**src/rtl/posit_add_arbiter.sv**
```systemverilog
// posit_add_arbiter
//   Shares one pipelined posit adder among NREQ requesters. A round-robin
//   arbiter grants one requester per cycle. The adder operands go out in
//   the grant cycle. A LAT-stage tag pipe follows each operation through the
//   adder. When a result reaches the end of the tag pipe it is written with
//   its requester id into an in-order response FIFO. Grants are limited by
//   credit, so the FIFO always has room for every result in flight.
//
// Ports
//   clk        rising-edge clock
//   rst        synchronous, active-low reset
//   req_valid  per-requester operand valid                [NREQ]
//   req_a/b    packed operands, requester i at [i*WIDTH +: WIDTH]
//   req_ready  per-requester accept, one-hot or zero      [NREQ]
//   add_a/b    operands to the shared adder (0 when idle) [WIDTH]
//   add_q      adder result, valid LAT edges after issue  [WIDTH]
//   rsp_valid  response FIFO non-empty
//   rsp_id     requester index of the head response
//   rsp_q      head response sum
//   rsp_ready  consumer accepts the head response
//   busy       anything in the tag pipe or the FIFO
module posit_add_arbiter #(
    parameter int WIDTH = 7,
    parameter int NREQ  = 4,
    parameter int LAT   = 3,
    parameter int DEPTH = 5
) (
    input  logic                    clk,
    input  logic                    rst,
    input  logic [NREQ-1:0]         req_valid,
    input  logic [NREQ*WIDTH-1:0]   req_a,
    input  logic [NREQ*WIDTH-1:0]   req_b,
    output logic [NREQ-1:0]         req_ready,
    output logic [WIDTH-1:0]        add_a,
    output logic [WIDTH-1:0]        add_b,
    input  logic [WIDTH-1:0]        add_q,
    output logic                    rsp_valid,
    output logic [$clog2(NREQ)-1:0] rsp_id,
    output logic [WIDTH-1:0]        rsp_q,
    input  logic                    rsp_ready,
    output logic                    busy
);
    localparam int IDW = $clog2(NREQ);
    localparam int PW  = (DEPTH > 1) ? $clog2(DEPTH) : 1;
    localparam int CW  = $clog2(DEPTH + 1);

    logic [IDW-1:0]       last_grant_r;
    logic [LAT-1:0]       tag_valid_r;
    logic [IDW-1:0]       tag_id_r [LAT];
    logic [IDW+WIDTH-1:0] fifo_mem_r [DEPTH];
    logic [PW-1:0]        rd_ptr_r;
    logic [PW-1:0]        wr_ptr_r;
    logic [CW-1:0]        count_r;

    logic                 grant_found_s;
    logic [IDW-1:0]       grant_id_s;
    logic                 credit_ok_s;
    logic                 grant_s;
    logic                 push_s;
    logic                 pop_s;
    logic                 nonempty_s;
    logic [IDW+WIDTH-1:0] head_s;
    int                   occ_s;

    // FIFO pointer advance with wrap at DEPTH, so DEPTH need not be a power of two
    function automatic logic [PW-1:0] ptr_inc(input logic [PW-1:0] p);
        if (p == PW'(DEPTH - 1)) begin
            return '0;
        end else begin
            return p + PW'(1);
        end
    endfunction

    // Round-robin search starting one past the last grant and wrapping
    always_comb begin
        logic [IDW:0] cand;
        cand          = '0;
        grant_found_s = 1'b0;
        grant_id_s    = '0;
        for (int k = 1; k <= NREQ; k++) begin
            cand = {1'b0, last_grant_r} + (IDW+1)'(k);
            if (cand >= (IDW+1)'(NREQ)) begin
                cand = cand - (IDW+1)'(NREQ);
            end else begin
                cand = cand;
            end
            if (!grant_found_s && req_valid[cand[IDW-1:0]]) begin
                grant_found_s = 1'b1;
                grant_id_s    = cand[IDW-1:0];
            end else begin
                grant_id_s    = grant_id_s;
            end
        end
    end

    // Credit uses occupancy at cycle start. A pop in this cycle frees a slot only from the next cycle.
    always_comb begin
        occ_s = int'(count_r);
        for (int k = 0; k < LAT; k++) begin
            if (tag_valid_r[k]) begin
                occ_s = occ_s + 1;
            end else begin
                occ_s = occ_s;
            end
        end
        credit_ok_s = (occ_s < DEPTH);
    end

    // Grant decode and operand mux; everything is forced idle while in reset
    always_comb begin
        grant_s   = rst & grant_found_s & credit_ok_s;
        req_ready = '0;
        add_a     = '0;
        add_b     = '0;
        for (int i = 0; i < NREQ; i++) begin
            if (grant_s && (grant_id_s == IDW'(i))) begin
                req_ready[i] = 1'b1;
                add_a        = req_a[i*WIDTH +: WIDTH];
                add_b        = req_b[i*WIDTH +: WIDTH];
            end else begin
                req_ready[i] = 1'b0;
            end
        end
    end

    assign nonempty_s = (count_r != '0);
    assign push_s     = tag_valid_r[LAT-1];
    assign rsp_valid  = rst & nonempty_s;
    assign pop_s      = rsp_valid & rsp_ready;
    assign busy       = rst & ((|tag_valid_r) | nonempty_s);
    assign head_s     = fifo_mem_r[rd_ptr_r];
    assign rsp_id     = head_s[IDW+WIDTH-1:WIDTH];
    assign rsp_q      = head_s[WIDTH-1:0];

    // Arbiter state, tag pipe and FIFO bookkeeping
    always_ff @(posedge clk) begin
        if (!rst) begin
            last_grant_r <= IDW'(NREQ - 1);
            tag_valid_r  <= '0;
            for (int k = 0; k < LAT; k++) begin
                tag_id_r[k] <= '0;
            end
            rd_ptr_r     <= '0;
            wr_ptr_r     <= '0;
            count_r      <= '0;
        end else begin
            if (grant_s) begin
                last_grant_r <= grant_id_s;
            end else begin
                last_grant_r <= last_grant_r;
            end
            tag_valid_r[0] <= grant_s;
            tag_id_r[0]    <= grant_id_s;
            for (int k = 1; k < LAT; k++) begin
                tag_valid_r[k] <= tag_valid_r[k-1];
                tag_id_r[k]    <= tag_id_r[k-1];
            end
            if (push_s) begin
                wr_ptr_r <= ptr_inc(wr_ptr_r);
            end else begin
                wr_ptr_r <= wr_ptr_r;
            end
            if (pop_s) begin
                rd_ptr_r <= ptr_inc(rd_ptr_r);
            end else begin
                rd_ptr_r <= rd_ptr_r;
            end
            case ({push_s, pop_s})
                2'b10:   count_r <= count_r + CW'(1);
                2'b01:   count_r <= count_r - CW'(1);
                default: count_r <= count_r;
            endcase
        end
    end

    // Response storage; the credit rule guarantees a free slot on every push
    always_ff @(posedge clk) begin
        if (push_s) begin
            fifo_mem_r[wr_ptr_r] <= {tag_id_r[LAT-1], add_q};
        end
    end

endmodule
```
**config.mk**
```make
export PLATFORM = sky130hd
export DESIGN_NAME = posit_add_arbiter
export DESIGN_NICKNAME = d
export VERILOG_FILES = /design/src/rtl/posit_add_arbiter.sv
export SDC_FILE = /design/constraint.sdc
export NUM_CORES = 1
export LEC_CHECK = 0
export ABC_AREA = 1
export CAP_MARGIN = 30
export CORE_MARGIN = 2
export CORE_UTILIZATION = 45
export DETAILED_ROUTE_END_ITERATION = 16
export PLACE_DENSITY_LB_ADDON = 0.08
export SYNTH_ARGS = -nofsm -noshare
export SYNTH_HDL_FRONTEND = slang
export SYNTH_SLANG_ARGS = --single-unit
export TNS_END_PERCENT = 30
```
**constraint.sdc**
```tcl
create_clock -name clk -period 3.9 [get_ports clk]
set_input_delay 0.585 -clock clk [delete_from_list [all_inputs] [get_ports clk]]
set_output_delay 0.585 -clock clk [all_outputs]
set_load 0.02 [all_outputs]
```
==> flow_summary.yaml <==
synth:
  synth-edff-count: 45
  ys_types: 36
  synth_xor_area_frac: 0
  syn-cell-area_um2: 3800
  ys_warn_count: 0
  synth-compound-area-share: 0.08001
  synth_fp_nets: 511
  syn_area_per_cell_um2: 8.816
  synthArstFlopShare: 0
  synth_fa_ha_area_frac: 0.03490
  synth.area.mux_share: 0
  synth_cells: 431
  ys_seq_elements: 68
  ys.flop_type: "edfxtp_1"
  synth_top_family_by_area: "simple AND/OR/NAND/NOR gates"
  yosys.area_share.simple: 0.3233
  yosysSeqAreaShare: 0.4768
routing:
  vias: 3372
  wl_um: 9304
  drt_iter0_markers: 114
  dr.pass1.iters: 4
  drc_errors: 0
  vias_per_cell: 5.180
  wl_per_cell_um: 14.29
  detail-route-antenna-nets: 0
hold_path:
  hold_path.class: "reg -> reg"
  min_to: "tag_id_r[0][2]"
  hold_start: "tag_id_r[0][0]"
  hold_path_depth: 2
grt:
  antenna_found_initial: 0
  grt_max_degree: 29
  grt_pass1_wl_um: 14210
  grt_overflow: 0
  grt_usage: 0.2031
  grt_pass1_vias: 3096
timing:
  worstMarginPinSlew_ns: 0.9392
  drv_slew: 0
  whs_ns: 0.4154
  slew-limit-headroom: 0.3716
  setup_viol: 0
  fin_skew_ns: 0.007304
  period_minus_slack_ns: 3.716
  fin_crit_sh: 0.9529
  fmax_mhz: 269.1
  hold_viol_final: 0
critical_path:
  cp.arrival_ns: 3.13
  reg2reg_to: "last_grant_r[0]"
  r2r.worst_path.cells: 19
  path_class: "reg -> out"
  crit_path_start_kind: "flop"
  cp-end-kind: "output pin"
  crit_fanout: 8
  r2r_setup_slack_ns: 1.25
  r2r_start: "count_r[1]"
  crit_required_ns: 3.31
cells_and_area:
  antenna_cells: 0
  drive_gt1_frac: 0.1868
  fin_nets: 621
  nFillCells: 693
  post-route-util: 0.6307
  syn_to_final_growth_pct: 36.38
  final_area_um2: 5182
floorplan:
  die_x_um: 95.89
  coreArea_um2: 8217
  rows: 33
  initial_core_util: 0.4625
  boundaryPins: 99
  die_height_um: 95.89
  dieArea_um2: 9195
power:
  p_int_mw: 1.940
  switching_share: 0.4508
  peakVddDrop_uv: 501.3
  p_leak_nw: 2.139
  clkPwrFrac: 0.183
  power.net_switching_mw: 1.593
  powerDensity_nw_per_um2: 681.8
  p_comb_frac: 0.572
  pwr-share-seq: 0.245
clock_tree:
  clk_path_buf_depth: 2
  cts-buffers-inserted: 9
  htreeDepth: 3
  cts-root-buf: "clkbuf_8"
  cts_tree: "yes"
  clk_latency_ns: 0.34
  clk_pin_slew_ns: 0.08
  clock_sinks: 68
flow_run:
  cap_violations: 0
place:
  place_hpwl_um: 6661
  gp_congestion: 0.8558
  placed_area_um2: 4892
  place.port_buffers: 98
outcome:
  outcome: "completed"
[layout make-up]
cell class / instances / area (um2) / area share
inverters: 46 / 182.7 / 0.03525
flip-flops and latches: 68 / 1814 / 0.3501
well taps: 105 / 131.4 / 0.02535
clock inverters: 7 / 98.84 / 0.01907
multi-input cells: 301 / 1713 / 0.3305
clock buffers: 9 / 123.9 / 0.02390
repair buffers: 115 / 1119 / 0.2158
[registers in the layout (all words and copies together), names as in the netlist, named ones only]
signal	flops
fifo_mem_r	45
tag_id_r	6
count_r	3
rd_ptr_r	3
tag_valid_r	3
wr_ptr_r	3
last_grant_r	2
[power groups by stage]
stage	Sequential [mW]	Combinational, mW	Clock [mW]
final	0.864	2.02	0.647
after global routing	0.872	2.20	0.688
after CTS	0.863	1.92	0.656
after detailed placement	0.879	2.04	0
after global placement	0.878	2.03	0
after floorplan	0.865	1.49	0
[worst max-delay path, stage by stage, from the launching register on]
cell and delay [ns]:
dfxtp_2 0.34, inv_2 0.05, ha_4 0.22, nand2_1 0.07, nand2_1 0.07, ha_1 0.27, or2_1 0.20, nand2_1 0.07
inv_1 0.04, ha_1 0.27, inv_1 0.05, nand4_1 0.08, nand2_1 0.08, inv_1 0.04, nand2_2 0.07, nand3_4 0.11
nor2_4 0.23, clkbuf_16 0.20, nand3_1 0.06, nand4_1 0.11, buf_6 0.13
[cells in the mapped netlist, types with 7 or more instances]
cell	instances	area share
nand3_2	12	0.032
ha_1	9	0.030
edfxtp_1	45	0.36
nand4_1	16	0.026
clkbuf_1	7	0.0069
o21ai_0	28	0.037
nor2_1	61	0.060
a21oi_1	12	0.016
inv_1	36	0.036
nand2_2	11	0.018
a31oi_1	9	0.015
nand3_1	58	0.076
nand2_1	63	0.062
dfxtp_1	23	0.12
[cells in the final DEF, fill, tap and decap left out, types with 4 or more instances in the layout]
cell             count
nand2_1             62
inv_2                7
buf_4               19
clkbuf_8             9
buf_2                8
a21oi_1             11
nand2_2             12
inv_1               34
nand3_1             58
edfxtp_1            45
nor2_1              61
buf_6                4
dfxtp_1             21
a31oi_1              9
nand3_2             11
o21ai_0             28
nor2_8               4
ha_1                 8
clkdlybuf4s50_1     80
nand4_1             16
[how the worst max path moves through the flow]
| stage | depth (start not counted) | slack [ns] | start | to |
|---|---|---|---|---|
| 3_5_place_dp | 20 | 0.02 | count_r[1] | req_ready[0] |
| 5_1_grt | 20 | -0.004 | count_r[1] | add_a[4] |
| 2_1_floorplan | 18 | 0.44 | count_r[0] | req_ready[0] |
| 3_3_place_gp | 20 | 0.04 | count_r[0] | add_a[0] |
| 4_1_cts | 20 | 0.005 | count_r[0] | req_ready[1] |
| 6_report | 20 | 0.18 | count_r[1] | add_b[3] |
[per-layer routing]
metal / vias up / wire [um] / GRT usage
met1: 1559 / 3995 / 0.2473
met2: 102 / 4599 / 0.3485
met3: 12 / 546 / 0.04464
met4: 0 / 162 / 0.08214
li1: 1699 / - / -
met5: - / 0 / 0
[what timing repair did]
| action | 4_1_cts | 5_1_grt |
|---|---|---|
| gates resized for setup | 67 | 29 |
| pin swaps | 0 | 10 |
| buffers inserted | 0 | 1 |
| setup endpoints to repair | 18 | 18 |
| cloned | 0 | 5 |
| hold buffers | 0 | 0 |
[kinds of logic after synthesis]
family	Yosys count
AOI/OAI and AO/OA	55
buffers and inverters	63
adders and majority gates	10
DFF	68
and+or+nand+nor	235
[metrics by stage]
stage | power (mW) | setup WS [ns] | cells | TNS (ns)
6_report | 3.533 | 0.1836 | 651 | 0
3_3_place_gp | 2.908 | 0.04295 | 629 | 0
2_1_floorplan | 2.351 | 0.4448 | 431 | 0
4_1_cts | 3.435 | 0.004514 | 645 | 0
5_1_grt | 3.762 | -0.004262 | 651 | -0.004262
3_5_place_dp | 2.919 | 0.01523 | 629 | 0
(Power assumes the default switching activity.)
